### config.mk
export PLATFORM = sky130hd
export DESIGN_NAME = mp_adder_ctrl
export DESIGN_NICKNAME = d
export VERILOG_FILES = /design/src/rtl/mp_adder_ctrl_pkg.sv /design/src/rtl/mp_adder_ctrl_adder_nbit.sv /design/src/rtl/mp_adder_ctrl.sv
export SDC_FILE = /design/constraint.sdc
export NUM_CORES = 1
export LEC_CHECK = 0
export ABC_AREA = 1
export BUFFER_PORTS_ARGS = -buffer_cell sky130_fd_sc_hd__buf_2
export CORE_ASPECT_RATIO = 1.4
export CORE_MARGIN = 3
export CORE_UTILIZATION = 51
export DETAILED_ROUTE_END_ITERATION = 7
export PLACE_DENSITY = 0.79
export SKIP_LAST_GASP = 1
export SLEW_MARGIN = 20
export SYNTH_ARGS = -nofsm -noshare
export SYNTH_HDL_FRONTEND = slang
export SYNTH_SLANG_ARGS = --single-unit
### constraint.sdc
create_clock -name clk -period 1.8 [get_ports clk]
set_clock_uncertainty 0.15 [all_clocks]
set_input_delay 0.18 -clock clk [delete_from_list [all_inputs] [get_ports clk]]
set_output_delay 0.18 -clock clk [all_outputs]
set_load 0.005 [all_outputs]
### src/rtl/mp_adder_ctrl_pkg.sv
// Shared types for the multi-precision adder sequencer.
// Holds the FSM state encoding and the index-width helper.
package mp_adder_pkg;

  typedef enum logic [1:0] {IDLE, ADD, DONE} mp_state_t;

  // A single-slice configuration still needs a 1-bit index register.
  function automatic int idx_width(input int n);
    return (n > 1) ? $clog2(n) : 1;
  endfunction

endpackage

### src/rtl/mp_adder_ctrl_adder_nbit.sv
// Shared single-slice adder: WIDTH-bit sum plus carry-out.
// Purely combinational; the sequencer registers everything around it.
module adder_nbit #(
  parameter int WIDTH = 8
) (
  input  logic [WIDTH-1:0] a,
  input  logic [WIDTH-1:0] b,
  input  logic             carry_in,
  output logic [WIDTH-1:0] sum,
  output logic             overflow
);

  assign {overflow, sum} = {1'b0, a} + {1'b0, b} + {{WIDTH{1'b0}}, carry_in};

endmodule

### src/rtl/mp_adder_ctrl.sv
// Multi-precision add sequencer: one WORD_WIDTH slice per clock, LSW first,
// on a single shared adder_nbit, with the slice carry chained through r_carry.
//
// state | meaning
// IDLE  | waiting for start; operands and carry_in latched on accept
// ADD   | one slice added per edge; last slice publishes sum_out/overflow
// DONE  | one-cycle done pulse, then back to IDLE
module mp_adder_ctrl
  import mp_adder_pkg::*;
#(
  parameter int WORD_WIDTH = 8,
  parameter int NUM_WORDS  = 4,
  localparam int TW        = WORD_WIDTH * NUM_WORDS,
  localparam int IDXW      = idx_width(NUM_WORDS)
) (
  input  logic          clk,
  input  logic          n_rst,
  input  logic          start,
  input  logic [TW-1:0] a_in,
  input  logic [TW-1:0] b_in,
  input  logic          carry_in,
  output logic          busy,
  output logic          done,
  output logic [TW-1:0] sum_out,
  output logic          overflow
);

  mp_state_t       r_state;
  logic [TW-1:0]   r_op_a;
  logic [TW-1:0]   r_op_b;
  logic [TW-1:0]   r_res;
  logic [TW-1:0]   r_sum;
  logic [IDXW-1:0] r_idx;
  logic            r_carry;
  logic            r_busy;
  logic            r_done;
  logic            r_ovf;

  logic [WORD_WIDTH-1:0] w_slice_sum;
  logic                  w_slice_ovf;
  logic [TW-1:0]         w_full;
  logic                  w_last;

  adder_nbit #(.WIDTH(WORD_WIDTH)) u_adder (
    .a        (r_op_a[WORD_WIDTH-1:0]),
    .b        (r_op_b[WORD_WIDTH-1:0]),
    .carry_in (r_carry),
    .sum      (w_slice_sum),
    .overflow (w_slice_ovf)
  );

  // Result including the slice being added this cycle, so the last edge
  // can publish the complete sum without an extra cycle.
  always_comb begin
    w_full = r_res;
    w_full[int'(r_idx) * WORD_WIDTH +: WORD_WIDTH] = w_slice_sum;
  end

  assign w_last = (r_idx == IDXW'(NUM_WORDS - 1));

  always_ff @(posedge clk or negedge n_rst) begin
    if (!n_rst) begin
      r_state <= IDLE;
      r_op_a  <= '0;
      r_op_b  <= '0;
      r_res   <= '0;
      r_sum   <= '0;
      r_idx   <= '0;
      r_carry <= 1'b0;
      r_busy  <= 1'b0;
      r_done  <= 1'b0;
      r_ovf   <= 1'b0;
    end else begin
      case (r_state)
        IDLE: begin
          r_done <= 1'b0;
          if (start) begin
            r_op_a  <= a_in;
            r_op_b  <= b_in;
            r_carry <= carry_in;
            r_idx   <= '0;
            r_res   <= '0;
            r_busy  <= 1'b1;
            r_state <= ADD;
          end
        end
        ADD: begin
          r_res   <= w_full;
          r_carry <= w_slice_ovf;
          r_op_a  <= r_op_a >> WORD_WIDTH;
          r_op_b  <= r_op_b >> WORD_WIDTH;
          if (w_last) begin
            r_sum   <= w_full;
            r_ovf   <= w_slice_ovf;
            r_done  <= 1'b1;
            r_state <= DONE;
          end else begin
            r_idx <= r_idx + IDXW'(1);
          end
        end
        DONE: begin
          r_done  <= 1'b0;
          r_busy  <= 1'b0;
          r_state <= IDLE;
        end
        default: r_state <= IDLE;
      endcase
    end
  end

  assign busy     = r_busy;
  assign done     = r_done;
  assign sum_out  = r_sum;
  assign overflow = r_ovf;

endmodule

==> results of run 1 <==
-- metal layers --
metal	global-route usage, %	routed length [µm]	share of wire (%)	vias to the layer above
li1	-	-	-	2932
met1	33.7	7210	36	3056
met2	45.9	10300	51	369
met3	5.84	1460	7.3	96
met4	13.3	1030	5.1	0
met5	0	0	0	-
-- state kept, by name (all words and copies together), names as in the netlist --
register and flops:
r_res 32, done 1, busy 1, r_idx 2
r_carry 1, r_state 2, overflow 1, r_op_b 32
sum_out 32, r_op_a 32
-- cell families after synthesis --
logic type,count (synthesis),share of synthesized area [%]
xor gates and xnor gates,3,0.410
AOI/OAI and AO/OA,142,11.5
and+or+nand+nor,407,25.3
buffers and inverters,92,6.58
adders and majority gates,15,3.16
DFF,136,53.1
-- cell type report --
type                    count  area, µm²
flip-flops and latches    136       3400
multi-input cells         568       2990
fillers                   734       2970
repair buffers            221       1710
clock buffers              17        425
inverters                  54        205
well taps                 147        184
clock inverters            15        166
-- synthesized netlist by cell type (4+ instances only) --
cell type / count
nand4_1: 6
nor2_1: 59
o22ai_1: 14
buf_4: 6
a21oi_1: 52
ha_1: 13
inv_2: 4
dfrtp_1: 136
inv_1: 49
o21ai_0: 21
nand3_1: 10
o21ai_1: 53
buf_2: 25
nand2_1: 326
-- what timing repair did --
action | CTS | global route
endpoints found under the setup margin | 62 | 81
hold buffers | 66 | 0
gates resized for setup | 34 | 64
gates cloned | 0 | 2
hold endpoints to repair | 201 | 0
pin swaps | 8 | 25
setup buffers | 2 | 8
-- power breakdown --
group / internal, mW / switching (mW)
Sequential: 4.41 / 0.827
Combinational: 4.25 / 6.36
Clock: 2.07 / 1.48
Total: 10.7 / 8.66
-- through the flow --
| step | total power [mW] | utilization, % |
|---|---|---|
| after floorplan | 10.3 | - |
| after global placement | 12.8 | 60.9 |
| after detailed placement | 13.0 | 60.9 |
| after CTS | 17.4 | 72.6 |
| after global routing | 20.6 | 75.3 |
| final | 19.4 | 75.3 |
-- path summary, 6_finish.rpt --
check | endpoint | slack, ps | depth (start not counted)
worst max register to register | r_res[12] | -410 | 13
worst min-delay path | sum_out[21] | 100 | 2
min in group clk | busy | 120 | 5
worst max-delay path | r_res[12] | -410 | 13
worst min register to register | sum_out[15] | 320 | 2
max in group asynchronous | r_op_a[10] | 800 | 3
-- critical path, cell delays in order, from the launching register on --
cell     delay (ps)
dfrtp_1         400
fa_2            250
inv_2            50
fa_2            350
inv_2           100
nand3_2          70
nand2_2          90
xor2_2          170
nand2_2         110
nor2_2          100
nand2_1          60
nand2_1         100
nand2_1          80
nand2_1          70
==> out/metrics.csv, run 1 <==
metric,value,unit
portBuffers,102,
grt_antenna_before_repair,0,
place_area,7350,µm²
synth_flop_cell,dfrtp_1,
startpoint,r_carry,
period_share,123,%
min_period,2210,ps
synthArstFlopShare,100,%
grt_pass1_vias,6415,
dr.pass1.iters,7,
place_hpwl,10.3,mm
dp_cells,1049,
grt_max_degree,60,
clock_path_buffers,2,
grt_usage,27.6,%
max_clock_freq,452,MHz
mostFrequentLayoutCell,nand2_1,
hold_path.class,input port to async pin,
synth_area_leaders,"dfrtp_1 (53%), nand2_1 (19%), o21ai_1 (4.1%)",
wirelength,20.0,mm
hold_slack,96.3,ps
worst-endpoint-arrival,2420,ps
violations,negative setup slack,
die_h,139,µm
cap_violations,0,
grt_pass1_wl,31.0,mm
drc,0,
synth_seq_cells,136,
syn_to_final_growth,41.7,%
setup_viol_count_final,63,
yosysTopAreaCellShare,53.1,%
r2r_start,r_carry,
layout_setup_ws,-410,ps
ios,103,
synth_edf_count,0,
drt_iter0_drc,466,
cts_root_buf,clkbuf_16,
syn_area,6410,µm²
tns,-16730,ps
relSlewSlack,71.2,%
htree_num_levels,4,
antenna_left,0,
worst_ep_required_time,2010,ps
report.final.slew_viol_count,0,
final_nets,1081,
cts_tree,done,
ys.warnings.count,0,
wl_per_cell,17.3,µm
tightestPinTransition,432,ps
core_area,12100,µm²
p_leak,4.64,nW
syn_inst,795,
synth.net_count,878,
initial_core_util,53.2,%
fin_cells,1158,
synth_cell_types,26,
die_area,14000,µm²
path_clk_slew,70,ps
synth_top_cell_by_area,dfrtp_1,
synth-seq-area-share,53.1,%
worstPathMaxFanout,2,
syn_area_per_cell,8.06,µm²
ir_worst_vdd,1.06,mV
place_ws,-326,ps
num_vias,6453,
gr-total-overflow,0,
place.gp.congestion,0.870,
final_cell_mix,"nand2_1 (297), dfrtp_1 (136), buf_2 (101)",
clock_latency,430,ps
rsz0062_at_grt,yes,
hold_viol,0,
startpoint_type,register,
fin_area,9080,µm²
status,"complete, but fails checks",
end_kind,register,
rows,47,
via_per_inst,5.57,
cts_made_buffers,17,
power_density,2130,nW/µm²
drive_above_1_share,27.3,%
critical_path_class,register to register,
die_w,101,µm
diodes,0,
clock_sinks,136,
Note: power is estimated with default switching activity, not from simulation.
==> run 2: changes to the inputs <==
Settings changed: GPL_TIMING_DRIVEN set to 0, HOLD_SLACK_MARGIN set to 0.12.
==> run 2 against run 1 <==
Against the previous run: register-to-register slack worse by 140 ps; clock-buffer cell count up 1; critical endpoint is now r_res[28]; power up 3.6%; largest cell class unchanged; highest routed layer unchanged; cell area up 1.1%; the run still ends with negative setup slack left; hold slack better by 210 ps; sequential power up 1%; final cell count up 1.2%; combinational power about the same; non-clock buffer count up 14; core utilization up 0.83 points.
==> out/metrics.csv, run 2 (same netlist as run 1, synthesis figures left out) <==
metric,value,unit,change
report.final.slew_viol_count,0,,unchanged
rsz0062_at_grt,yes,,unchanged
final_cell_mix,"nand2_1 (303), dfrtp_1 (134), buf_2 (121)",,"was nand2_1 (297), dfrtp_1 (136), buf_2 (101)"
drc,0,,unchanged
grt_max_degree,99,,was 60
reg2reg_slack,-550,ps,was -410 ps
place.gp.congestion,0.851,,was 0.870
clock_path_buffers,2,,unchanged
period_share,130,%,was 123%
path_clk_slew,60,ps,was 70 ps
via_per_inst,5.77,,was 5.57
grt_pass1_wl,33.6,mm,was 31.0 mm
worst_ep_required_time,2020,ps,was 2010 ps
critical_path_class,register to register,,unchanged
ios,103,,unchanged
end_kind,register,,unchanged
tightestPinTransition,518,ps,was 432 ps
utilization,76.2,%,was 75.3%
tns,-20920,ps,"was -16,730 ps"
grt_usage,30.6,%,was 27.6%
place_hpwl,11.6,mm,was 10.3 mm
setup_viol_count_final,63,,unchanged
drt_iter0_drc,686,,was 466
layout_setup_ws,-547,ps,was -410 ps
dr.pass1.iters,6,,was 7
hold_viol,0,,unchanged
min_period,2350,ps,was 2210 ps
portBuffers,102,,unchanged
cts_tree,done,,unchanged
r2r-end,r_res[28],,was r_res[12]
wirelength,22.0,mm,was 20.0 mm
clock_latency,430,ps,about the same
violations,negative setup slack,,unchanged
die_area,14000,µm²,unchanged
grt_antenna_before_repair,1,,was 0
core_area,12100,µm²,unchanged
relSlewSlack,65.5,%,was 71.2%
p_leak,4.68,nW,was 4.64 nW
htree_num_levels,4,,unchanged
power_density,2190,nW/µm²,was 2130 nW/µm²
ir_worst_vdd,1.33,mV,was 1.06 mV
clock_sinks,136,,unchanged
reg2reg_depth,13,,unchanged
cts_made_buffers,17,,unchanged
die_w,101,µm,unchanged
crit_end,r_res[28],,was r_res[12]
power.total,20.1,mW,was 19.4 mW
antenna_left,0,,unchanged
grt_pass1_vias,6828,,"was 6,415"
status,"complete, but fails checks",,unchanged
worstHoldPathCells,6,,
rows,47,,unchanged
final_nets,1094,,"was 1,081"
startpoint,r_carry,,unchanged
die_h,139,µm,unchanged
wl_per_cell,18.8,µm,was 17.3 µm
drive_above_1_share,28.6,%,was 27.3%
hold_slack,307,ps,was 96.3 ps
num_vias,6758,,"was 6,453"
hold_path.class,input port to register,,was input port to async pin
r2r_start,r_carry,,unchanged
initial_core_util,53.2,%,unchanged
worst-endpoint-arrival,2560,ps,was 2420 ps
syn_to_final_growth,43.3,%,was 41.7%
gr-total-overflow,0,,unchanged
cap_violations,0,,unchanged
max_clock_freq,426,MHz,was 452 MHz
fill_cells,679,,was 734
mostFrequentLayoutCell,nand2_1,,unchanged
place_ws,-522,ps,was -326 ps
startpoint_type,register,,unchanged
cts_root_buf,clkbuf_16,,unchanged
worstPathMaxFanout,2,,unchanged
[run 2: metrics by stage]
stage	std cells	cell area, µm²
floorplan	795	6450
global placement	1044	7150
detailed placement	1045	7190
CTS	1160	8870
global route	1172	9180
finish	1172	9180
[run 2: how the worst min path moves through the flow]
stage              from           to  slack (ps)
2_1_floorplan     n_rst         busy        -270
6_report          start   r_op_b[12]         310
4_1_cts           start         busy         250
3_3_place_gp   a_in[27]   r_op_a[27]         230
3_5_place_dp      n_rst  sum_out[20]         -70
5_1_grt           start    r_op_b[9]         310
[run 2: where the power goes]
part	total [mW]	switching [mW]	leakage, nW	internal [mW]
sequential	5.30	0.887	1.75	4.42
clock	3.86	1.47	0.314	2.39
combinational	10.9	6.63	2.62	4.29
[run 2: critical path: stages, from the launching register on]
cell and delay [ps]:
dfrtp_1 430, fa_2 440, inv_2 70, fa_2 220, inv_2 60, nand3_2 80
nand2_4 70, xor2_4 230, nand2_2 140, nor2_4 130, nand2_2 70, nand2_2 80
nand2_1 50, nand2_1 60
[run 2: final cells by class]
class | instances | area, µm² | share of cell area [%]
antenna | 1 | 2.50 | 0.0273
buffer | 37 | 234 | 2.55
clock buffer | 18 | 439 | 4.78
clock inverter | 14 | 209 | 2.28
inverter | 54 | 216 | 2.36
multi-input combinational | 567 | 3020 | 32.9
sequential | 136 | 3410 | 37.1
tap | 147 | 184 | 2.00
timing repair buffer | 198 | 1470 | 16.0
[run 2: routing by layer]
metal / vias to the layer above / global-route usage [%] / share of wire, %
li1: 2954 / - / -
met5: - / 0 / 0
met2: 493 / 52.3 / 51
met1: 3170 / 33.9 / 34
met4: 0 / 18.7 / 6.8
met3: 141 / 7.05 / 8.5
[run 2: timing repair]
action	in CTS	in global routing
cloned	0	1
resized for setup	62	61
setup buffers	17	10
endpoints found under the hold margin	201	0
endpoints found under the setup margin	66	172
hold buffers	67	0
pin swaps	15	27
